==> src/rtl/uart_peripheral.sv <==
// Memory-mapped 8N1 UART for one bus hub slot: TX/RX FIFOs, programmable
// baud divisor and sticky error flags.
//
// Bus handshake (valid/ready): a request is (wen|ren) & active while ready was
// low in the previous cycle. All side effects happen on the accepting edge,
// ready pulses high for exactly the next cycle with rdata valid in that cycle,
// and the hub is expected to keep the request asserted until it sees ready.
// If wen and ren are both high the request is treated as a write.
module uart_peripheral #(
  parameter logic [31:0] BASE_ADDR   = 32'h0000_4000,
  parameter int          FIFO_DEPTH  = 8,
  parameter logic [15:0] DEFAULT_DIV = 16'd104
) (
  input  logic        clk,
  input  logic        rst,
  input  logic [31:0] addr,
  input  logic [31:0] wdata,
  input  logic [3:0]  wmask,
  input  logic        wen,
  input  logic        ren,
  output logic [31:0] rdata,
  output logic        ready,
  output logic        active,
  output logic        uart_tx,
  input  logic        uart_rx
);

  localparam int PW = $clog2(FIFO_DEPTH);
  localparam int CW = PW + 1;
  localparam logic [CW-1:0] FULL = CW'(FIFO_DEPTH);

  typedef enum logic [1:0] {S_IDLE, S_START, S_DATA, S_STOP} uart_state_t;

  // Bus decode
  logic        req, wr_req, rd_req;
  logic [1:0]  sel;
  logic [31:0] rd_val;
  logic [15:0] div, div_m, div_new;
  logic        tx_overflow, rx_overrun, frame_err;
  logic        tx_full, tx_busy, rx_nonempty;
  logic        cpu_tx_push, cpu_rx_pop, status_wr;

  // FIFOs
  logic [7:0]    tx_mem [FIFO_DEPTH];
  logic [7:0]    rx_mem [FIFO_DEPTH];
  logic [PW-1:0] tx_wr, tx_rd, rx_wr, rx_rd;
  logic [CW-1:0] tx_count, rx_count;
  logic          tx_push_ok, rx_push_ok;

  // TX engine
  uart_state_t tx_state, tx_next;
  logic [15:0] tx_cnt, tx_frame_div;
  logic [7:0]  tx_shreg;
  logic [2:0]  tx_bit;
  logic        tx_pop, tx_bit_end;

  // RX engine
  uart_state_t rx_state, rx_next;
  logic [1:0]  rx_sync;
  logic        rx_s, rx_prev, rx_fall;
  logic [15:0] rx_cnt, rx_frame_div;
  logic [7:0]  rx_shreg;
  logic [2:0]  rx_bit;
  logic        rx_push, rx_ferr_set, rx_half_end, rx_bit_end;

  logic unused_bits;
  assign unused_bits = ^{wdata[31:16], wmask[3:2], addr[1:0]};

  assign active = (addr[31:4] == BASE_ADDR[31:4]);
  assign req    = (wen | ren) & active & ~ready;
  assign wr_req = req & wen;
  assign rd_req = req & ~wen;
  assign sel    = addr[3:2];

  assign tx_full     = (tx_count == FULL);
  assign rx_nonempty = (rx_count != '0);
  assign tx_busy     = (tx_state != S_IDLE) | (tx_count != '0);

  assign cpu_tx_push = wr_req & (sel == 2'd0) & wmask[0];
  assign status_wr   = wr_req & (sel == 2'd1) & wmask[0];
  assign tx_push_ok  = cpu_tx_push & (~tx_full | tx_pop);
  assign rx_push_ok  = rx_push & ((rx_count != FULL) | cpu_rx_pop);

  // Byte-masked divisor update, clamped so a bit is never shorter than 4 cycles
  assign div_m   = {wmask[1] ? wdata[15:8] : div[15:8], wmask[0] ? wdata[7:0] : div[7:0]};
  assign div_new = (div_m < 16'd4) ? 16'd4 : div_m;

  // Read mux; a DATA read pops only when the RX FIFO holds a byte
  always_comb begin
    rd_val     = '0;
    cpu_rx_pop = 1'b0;
    if (rd_req) begin
      case (sel)
        2'd0: if (rx_nonempty) begin
          rd_val     = {1'b1, 23'b0, rx_mem[rx_rd]};
          cpu_rx_pop = 1'b1;
        end
        2'd1:    rd_val = {26'b0, frame_err, rx_overrun, tx_overflow, tx_busy, rx_nonempty, tx_full};
        2'd2:    rd_val = {16'b0, div};
        default: rd_val = '0;
      endcase
    end
  end

  // Response register: one-cycle ready pulse with the captured read data
  always_ff @(posedge clk or posedge rst) begin
    if (rst) begin
      ready <= 1'b0;
      rdata <= '0;
    end else begin
      ready <= req;
      rdata <= rd_val;
    end
  end

  // Baud divisor register
  always_ff @(posedge clk or posedge rst) begin
    if (rst) div <= DEFAULT_DIV;
    else if (wr_req && sel == 2'd2) div <= div_new;
  end

  // Sticky flags: write-1-to-clear, a same-cycle set takes priority
  always_ff @(posedge clk or posedge rst) begin
    if (rst) begin
      tx_overflow <= 1'b0;
      rx_overrun  <= 1'b0;
      frame_err   <= 1'b0;
    end else begin
      if (status_wr && wdata[3]) tx_overflow <= 1'b0;
      if (status_wr && wdata[4]) rx_overrun  <= 1'b0;
      if (status_wr && wdata[5]) frame_err   <= 1'b0;
      if (cpu_tx_push && !tx_push_ok) tx_overflow <= 1'b1;
      if (rx_push && !rx_push_ok)     rx_overrun  <= 1'b1;
      if (rx_ferr_set)                frame_err   <= 1'b1;
    end
  end

  // FIFO storage (contents need no reset; the counts define validity)
  always_ff @(posedge clk) begin
    if (tx_push_ok) tx_mem[tx_wr] <= wdata[7:0];
    if (rx_push_ok) rx_mem[rx_wr] <= rx_shreg;
  end

  // FIFO pointers and occupancy counts
  always_ff @(posedge clk or posedge rst) begin
    if (rst) begin
      tx_wr <= '0; tx_rd <= '0; tx_count <= '0;
      rx_wr <= '0; rx_rd <= '0; rx_count <= '0;
    end else begin
      if (tx_push_ok) tx_wr <= tx_wr + PW'(1);
      if (tx_pop)     tx_rd <= tx_rd + PW'(1);
      case ({tx_push_ok, tx_pop})
        2'b10:   tx_count <= tx_count + CW'(1);
        2'b01:   tx_count <= tx_count - CW'(1);
        default: tx_count <= tx_count;
      endcase
      if (rx_push_ok) rx_wr <= rx_wr + PW'(1);
      if (cpu_rx_pop) rx_rd <= rx_rd + PW'(1);
      case ({rx_push_ok, cpu_rx_pop})
        2'b10:   rx_count <= rx_count + CW'(1);
        2'b01:   rx_count <= rx_count - CW'(1);
        default: rx_count <= rx_count;
      endcase
    end
  end

  // TX state register
  always_ff @(posedge clk or posedge rst) begin
    if (rst) tx_state <= S_IDLE;
    else     tx_state <= tx_next;
  end

  assign tx_bit_end = (tx_cnt == tx_frame_div - 16'd1);

  // TX next state; STOP chains straight into START when more bytes wait
  always_comb begin
    tx_next = tx_state;
    tx_pop  = 1'b0;
    case (tx_state)
      S_IDLE: if (tx_count != '0) begin
        tx_pop  = 1'b1;
        tx_next = S_START;
      end
      S_START: if (tx_bit_end) tx_next = S_DATA;
      S_DATA:  if (tx_bit_end && tx_bit == 3'd7) tx_next = S_STOP;
      S_STOP: if (tx_bit_end) begin
        if (tx_count != '0) begin
          tx_pop  = 1'b1;
          tx_next = S_START;
        end else begin
          tx_next = S_IDLE;
        end
      end
      default: tx_next = S_IDLE;
    endcase
  end

  // TX datapath: divisor is latched per frame so DIV writes affect the next frame
  always_ff @(posedge clk or posedge rst) begin
    if (rst) begin
      tx_cnt       <= '0;
      tx_frame_div <= DEFAULT_DIV;
      tx_shreg     <= '0;
      tx_bit       <= '0;
    end else if (tx_pop) begin
      tx_cnt       <= '0;
      tx_frame_div <= div;
      tx_shreg     <= tx_mem[tx_rd];
      tx_bit       <= '0;
    end else if (tx_state != S_IDLE) begin
      if (tx_bit_end) begin
        tx_cnt <= '0;
        if (tx_state == S_DATA) begin
          tx_shreg <= {1'b0, tx_shreg[7:1]};
          tx_bit   <= tx_bit + 3'd1;
        end
      end else begin
        tx_cnt <= tx_cnt + 16'd1;
      end
    end
  end

  // Line is driven from state so reset returns it high without waiting for a clock
  assign uart_tx = (tx_state == S_START) ? 1'b0 :
                   (tx_state == S_DATA)  ? tx_shreg[0] : 1'b1;

  // RX synchroniser and edge history
  always_ff @(posedge clk or posedge rst) begin
    if (rst) begin
      rx_sync <= 2'b11;
      rx_prev <= 1'b1;
    end else begin
      rx_sync <= {rx_sync[0], uart_rx};
      rx_prev <= rx_s;
    end
  end

  assign rx_s        = rx_sync[1];
  assign rx_fall     = rx_prev & ~rx_s;
  assign rx_half_end = (rx_cnt == (rx_frame_div >> 1) - 16'd1);
  assign rx_bit_end  = (rx_cnt == rx_frame_div - 16'd1);

  // RX state register
  always_ff @(posedge clk or posedge rst) begin
    if (rst) rx_state <= S_IDLE;
    else     rx_state <= rx_next;
  end

  // RX next state; a start bit that is high at its midpoint is a glitch
  always_comb begin
    rx_next     = rx_state;
    rx_push     = 1'b0;
    rx_ferr_set = 1'b0;
    case (rx_state)
      S_IDLE:  if (rx_fall) rx_next = S_START;
      S_START: if (rx_half_end) rx_next = rx_s ? S_IDLE : S_DATA;
      S_DATA:  if (rx_bit_end && rx_bit == 3'd7) rx_next = S_STOP;
      S_STOP: if (rx_bit_end) begin
        rx_next     = S_IDLE;
        rx_push     = rx_s;
        rx_ferr_set = ~rx_s;
      end
      default: rx_next = S_IDLE;
    endcase
  end

  // RX datapath: counters realigned to bit centres after the half-bit start wait
  always_ff @(posedge clk or posedge rst) begin
    if (rst) begin
      rx_cnt       <= '0;
      rx_frame_div <= DEFAULT_DIV;
      rx_shreg     <= '0;
      rx_bit       <= '0;
    end else begin
      case (rx_state)
        S_IDLE: if (rx_fall) begin
          rx_cnt       <= '0;
          rx_frame_div <= div;
          rx_bit       <= '0;
        end
        S_START: rx_cnt <= rx_half_end ? 16'd0 : rx_cnt + 16'd1;
        default: begin
          if (rx_bit_end) begin
            rx_cnt <= '0;
            if (rx_state == S_DATA) begin
              rx_shreg <= {rx_s, rx_shreg[7:1]};
              rx_bit   <= rx_bit + 3'd1;
            end
          end else begin
            rx_cnt <= rx_cnt + 16'd1;
          end
        end
      endcase
    end
  end

endmodule
==> config.mk <==
export PLATFORM = sky130hd
export DESIGN_NAME = uart_peripheral
export DESIGN_NICKNAME = d
export VERILOG_FILES = /design/src/rtl/uart_peripheral.sv
export SDC_FILE = /design/constraint.sdc
export NUM_CORES = 1
export LEC_CHECK = 0
export ABC_AREA = 1
export BUFFER_PORTS_ARGS = -buffer_cell sky130_fd_sc_hd__buf_2
export CELL_PAD_IN_SITES_DETAIL_PLACEMENT = 1
export CELL_PAD_IN_SITES_GLOBAL_PLACEMENT = 1
export CORE_MARGIN = 2
export CORE_UTILIZATION = 36
export DETAILED_ROUTE_END_ITERATION = 8
export PLACE_DENSITY_LB_ADDON = 0.3
export SLEW_MARGIN = 20
export SYNTH_ARGS = -nofsm -noshare
export SYNTH_HDL_FRONTEND = slang
export SYNTH_SLANG_ARGS = --single-unit
export TNS_END_PERCENT = 50
==> constraint.sdc <==
create_clock -name clk -period 9.9 [get_ports clk]
set_input_delay 0.99 -clock clk [delete_from_list [all_inputs] [get_ports clk]]
set_output_delay 0.99 -clock clk [all_outputs]
set_load 0.05 [all_outputs]
== After elaboration in Yosys (flattened, before gate mapping) ==
Memory sizes are Yosys's and may differ from the RTL's.
Index checks and enable logic that the tools add are counted.
Storage, ports and cells
  output and inout port bits: 35
  register bits: 165
  bits in writable memories: 128
  input port bits: 73
  logic and storage cells: 185
  memories: 2
Memories
  rx_mem: depth 8, bits a word 8, rd ports 1, clocked after memory_dff 0, write ports 1, line 45  | logic [7:0] rx_mem [FIFO_DEPTH];
  tx_mem: depth 8, bits a word 8, rd ports 1, clocked after memory_dff 0, write ports 1, line 44  | logic [7:0] tx_mem [FIFO_DEPTH];
Cells by class
  add/sub/neg operators: 15
  eq/ne operators: 28
  magnitude comparators: 1
  reductions and logical operators: 33
  bitwise logic cells: 21
  multiplexer cells: 61
Operators with widths (number)
  2-to-1 mux 16 bit: 7
  one-hot mux 32 bit (3 select lines): 1
  2-to-1 mux 32 bit: 2
  equality test 16 bit: 3
  2-to-1 mux 8 bit: 6
  adder 16 x 1 -> 16 bit (second input constant): 2
  one-hot mux 16 bit (2 select lines): 1
  subtractor 16 x 1 -> 16 bit (second input constant): 2
  equality test 28 x 11 -> 1 bit (second input constant): 1
  2-to-1 mux 1 bit: 22
  nonzero test 2 bit: 11
  2-to-1 mux 3 bit: 7
  adder 3 x 1 -> 3 bit (second input constant): 6
  2-to-1 mux 2 bit: 9
  less-than comparator 16 x 3 -> 1 bit (second input constant): 1
  inequality test 2 bit (second input constant): 8
  one-hot mux 2 bit (4 select lines): 2
  one-hot mux 4 bit (2 select lines): 2
  subtractor 15 x 1 -> 16 bit (second input constant): 1
  equality test 2 bit (second input constant): 7
  AND reduction 4 bit: 3
  AND 1 bit: 11
  equality test 2 x 1 -> 1 bit (second input constant): 5
  adder 4 x 1 -> 4 bit (second input constant): 2
  15 further kinds: 37

== Depth between registers and ports, before layout ==
  word-level depth: 10
  mapped depth: 25
  mapped depth without buffers: 24

== Least setup slack after synthesis ==
Ideal clock, no wire load.
  path type: input to register
  from: input port addr[31]
  to: register tx_count[3]
  data required time: 9.787 ns
  path buffers: 0
  stages on the path: 19
  path slack: 6.585 ns
  arrival time: 3.203 ns
  setup time: 0.113 ns
  path through: nor2_1 nand2_1 nor3_1 nand4_1 nor2_2 nand2_1 nor2_1 nand2_1 nand3_1 inv_1 ha_1 nand2_1 nand2_1 a31oi_1 inv_1 nand4_1 nand3_1 nand2_1 inv_1
Between the ends
  word-level cells in the longest chain between the ends: 9
  elaborated cells between the ends (all ways): 11
  classes of those cells: eq/ne: 3; mux: 1; bitwise: 6; reduce/logical: 1
Ends and longest elaborated chain
  start, declared: line 16  | input logic [31:0] addr,
  equality test 28 x 11 -> 1 bit (*): line 69  | assign active = (addr[31:4] == BASE_ADDR[31:4]);
  AND 1 bit (*) (2 in a row): line 70  | assign req = (wen | ren) & active & ~ready;
  named net req: line 35  | logic req, wr_req, rd_req;
  AND 1 bit (*): line 71  | assign wr_req = req & wen;
  AND 1 bit (*) (2 in a row): line 79  | assign cpu_tx_push = wr_req & (sel == 2'd0) & wmask[0];
  AND 1 bit (*): line 81  | assign tx_push_ok = cpu_tx_push & (~tx_full | tx_pop);
  equality test 2 x 1 -> 1 bit / equality test 2 bit (equally long branches): line 152  | case ({tx_push_ok, tx_pop})
  one-hot mux 4 bit (2 select lines) / nonzero test 2 bit (equally long branches)
  end signal, assigned: line 153  | 2'b10: tx_count <= tx_count + CW'(1);
  end signal, assigned: line 154  | 2'b01: tx_count <= tx_count - CW'(1);
  end signal, assigned: line 155  | default: tx_count <= tx_count;
  end, declared: line 47  | logic [CW-1:0] tx_count, rx_count;
The timed path passes the listed nets; every way through them passes the cells marked *.
A chain may end at the register's enable or synchronous reset.

== Worst setup path in the final report ==
  from: register tx_frame_div[0]
  to: memory tx_mem[7][6] (enable)
Between the ends
  word-level cells in the longest chain between the ends: 8
Ends and longest elaborated chain
  start, declared: line 52  | logic [15:0] tx_cnt, tx_frame_div;
  start signal, assigned: line 207  | tx_frame_div <= div;
  subtractor 16 x 1 -> 16 bit: line 173  | assign tx_bit_end = (tx_cnt == tx_frame_div - 16'd1);
  equality test 16 bit: line 173
  2-to-1 mux 1 bit: line 186  | S_STOP: if (tx_bit_end) begin
  one-hot mux 1 bit (2 select lines): line 179  | case (tx_state)
  bitwise OR 1 bit: line 81
  AND 1 bit: line 81
  2-to-1 mux 1 bit: line 140  | if (tx_push_ok) tx_mem[tx_wr] <= wdata[7:0];
  2-to-1 mux 1 bit (implied by the code): line 140
  end, declared: line 44
No other way between the ends.

==> results.toml <==
[floorplan]
die_w_um = 201
initial_core_util_pct = 36.3
rows = 72
core_um2 = 38500
die-area_um2 = 40400
ios = 108
die_h_um = 201

[sta]
finalCriticalPeriod_ps = 4010
finalCritPeriodShare_pct = 40.5
setup_tns_ps = 0
slew_viol_final = 0
timing.final.ws_setup_ps = 5890
worst_slew_pin_slew_ps = 1030
final.setup_skew_ps = 19.7
hold_violations = 0
rsz0062_at_grt = "no"
slew_headroom_pct = 31.5
final-setup-viol-count = 0
max_freq_ghz = 0.249

[global_route]
grt_pass1_vias = 11200
grt_pass1_wl_um = 59700
antenna_found_initial = 3
gr-usage-all-layers_pct = 18.2
grt_max_degree = 82
overflow = 0

[critical_path]
worstPathMaxFanout = 62
start_kind = "register"
end_kind = "register"
critPathRequiredTime_ps = 10110
crit_arrival_ps = 4230
path_class = "register to register"

[cells_and_area]
syn_to_final_growth_pct = 13.9
nNetsFinal = 1692
drive_gt1_share_pct = 11.9
seqCellArea_um2 = 7610
fillerInstances = 4479
multi_input_area_um2 = 5570

[place]
dpl.hpwl_um = 26100
portBuffers = 72
gp_congestion = 0.802
pre_cts_ws_ps = 5650

[yosys]
syn_inst = 1529
synth_top_family_by_area = "simple AND/OR/NAND/NOR gates"
ys.flop_type = "dfrtp_1"
synth-xor-area-share_pct = 4.83
synth_edf_count = 128
synth.area.mux_share_pct = 0.868
synth-seq-area-share_pct = 54.5
ys.warnings.count = 0
yosys.area.top_type_share_pct = 27.5
synth_compound_area_share_pct = 9.61
ys_types = 49
yosys-top-cells-area = "edfxtp_1 28%, dfrtp_1 25%, nand2_1 7.9%, nor2_1 5.5%, o21ai_0 4.4%"
synthAdderAreaFrac_pct = 2.26
yosysTopAreaCell = "edfxtp_1"
syn_area_um2 = 14000
post_synth.cell_area_avg_um2 = 9.14
synthSimpleGateAreaFrac_pct = 21.8
async_flop_share_pct = 54.0
synth_seq_cells = 278

[clocking]
cts_num_sinks = 278
clock_latency_ps = 600
cts-root-buf = "clkbuf_16"
hold_buffers = 0
clk_pin_slew_ps = 60
cts_resized = 0
cts_tree = "done"
h-tree-depth = 1
clockBufferDepth = 3
numCtsBuffers = 31
cts_setup_buffers = 0

[worst_hold_path]
min_path_type = "register to register"

[run]
maxCapViolations = 0

[route]
drtIter0Drc = 458
routedWlPerCell_um = 17.1
num_vias = 10700
dr.pass1.iters = 4
drc = 0
vias_per_cell = 5.00
ant_nets = 0
drt-total-wl_um = 36500

[power_and_ir_drop]
ir_drop_v = 0.000143
powerDensity_nw_per_um2 = 180
p_leak_nw = 6.85

[outcome]
status = "completed"
cell families (layout without fill, tap and decap cells):
logic type | Yosys count | in the layout
adders and majority gates | 24 | 24
muxes | 12 | 12
xor gates and xnor gates | 77 | 77
other | 1 | 16
buffers and inverters | 206 | 283
and+or+nand+nor | 703 | 703
AOI/OAI and AO/OA | 228 | 228
DFF | 278 | 278
final cells by class:
| cell class | count | share of cell area (%) |
|---|---|---|
| tap | 518 | 4.07 |
| sequential | 278 | 47.8 |
| clock inverter | 19 | 1.49 |
| clock buffer | 39 | 5.44 |
| timing repair buffer | 82 | 2.74 |
| inverter | 143 | 3.40 |
| multi-input combinational | 1059 | 35.0 |
| antenna | 1 | 0.0157 |
where the power goes:
group          leakage, nW  switching, mW  total (mW)  internal [mW]
Combinational         3.17          0.248       0.366          0.119
Clock                0.547          0.486        1.23          0.748
Sequential            3.13         0.0339        1.27           1.24
Total                 6.85          0.767        2.87           2.10
path summary, 6_finish.rpt:
check,start,to,slack [ps],cells past startpoint
setup reg to reg,tx_frame_div[0],tx_mem[7][6],5890,14
setup / recovery,tx_frame_div[0],tx_mem[7][6],5890,14
hold reg to reg,rx_sync[0],rx_sync[1],360,0
hold / removal,rx_sync[0],rx_sync[1],360,0
min in group asynchronous,rst,div[15],550,2
max in group asynchronous,rst,rdata[0],7900,3
layout by cell type (no fill, tap or decap), types with 3 or more instances in the layout:
cell type  synthesis  routed
nand2_1          295     295
nor2_1           203     203
inv_1            140     139
dfrtp_1          138     138
edfxtp_1         128     128
o21ai_0          122     122
nand3_1           83      82
buf_2              8      72
xor2_1            56      56
nor3_1            40      39
clkbuf_16          0      31
a21oi_1           29      29
nand4_1           22      22
ha_1              22      22
xnor2_1           21      21
o221ai_1          19      19
nor2_2            16      16
conb_1             1      15
o211ai_1          14      14
nand3b_1          12      12
dfstp_2           12      12
nor4_1            11      11
mux2i_1           11      11
o21ai_1           10      10
o22ai_1           10      10
buf_4             15      10
a31oi_1            9       9
clkinv_2           0       9
or2_2              7       7
nand2_2            6       6
clkbuf_8           0       6
o32ai_1            5       5
bufinv_16          0       5
clkinv_1           2       4
a32o_1             3       3
per-layer routing:
layer,GRT usage (%),up-vias,share of wire [%]
met3,2.32,38,3.4
met4,4.15,2,1.5
met5,0,-,0.041
met1,23.9,5307,45
met2,32.2,103,50
li1,-,5253,-
critical path, stage by stage, from the launching register on:
cell and delay (ps):
dfrtp_1 400, inv_1 140, ha_1 240, nand2_1 140, nor2_2 210, nand3_1 90
nand2_1 70, nand2_1 50, nor2_1 120, nand3_1 190, o21ai_4 340, nand2_4 400
a21oi_4 340, nand2_1 150, nor2_1 720
cells in the mapped netlist (10+ instances only):
| master | count |
|---|---|
| nor4_1 | 11 |
| edfxtp_1 | 128 |
| inv_1 | 140 |
| clkbuf_1 | 35 |
| nand3_1 | 83 |
| o221ai_1 | 19 |
| o21ai_0 | 122 |
| nor2_2 | 16 |
| dfstp_2 | 12 |
| o21ai_1 | 10 |
| nand2_1 | 295 |
| dfrtp_1 | 138 |
| o22ai_1 | 10 |
| xnor2_1 | 21 |
| a21oi_1 | 29 |
| nand4_1 | 22 |
| nor3_1 | 40 |
| xor2_1 | 56 |
| nor2_1 | 203 |
| nand3b_1 | 12 |
| buf_4 | 15 |
| mux2i_1 | 11 |
| ha_1 | 22 |
| o211ai_1 | 14 |
state kept, by name, indices dropped and copies added, names as in the netlist, 16 cells and up, named ones only:
| register | cells |
|---|---|
| rx_mem | 64 |
| tx_mem | 64 |
| rdata | 17 |
| div | 16 |
| rx_cnt | 16 |
| rx_frame_div | 16 |
| tx_cnt | 16 |
| tx_frame_div | 16 |
metrics by stage:
stage               cell area (um2)  cells  hold WS [ps]  power (mW)  util (%)
global placement              14800   2080           351        1.65      38.5
global route                  15900   2139           363        3.00      41.4
CTS                           15900   2138           357        2.91      41.4
finish                        15900   2139           356        2.87      41.4
detailed placement            14800   2080           349        1.66      38.5
floorplan                     14000   1543           345        1.56         -
Power figures use the tool's default switching activity.
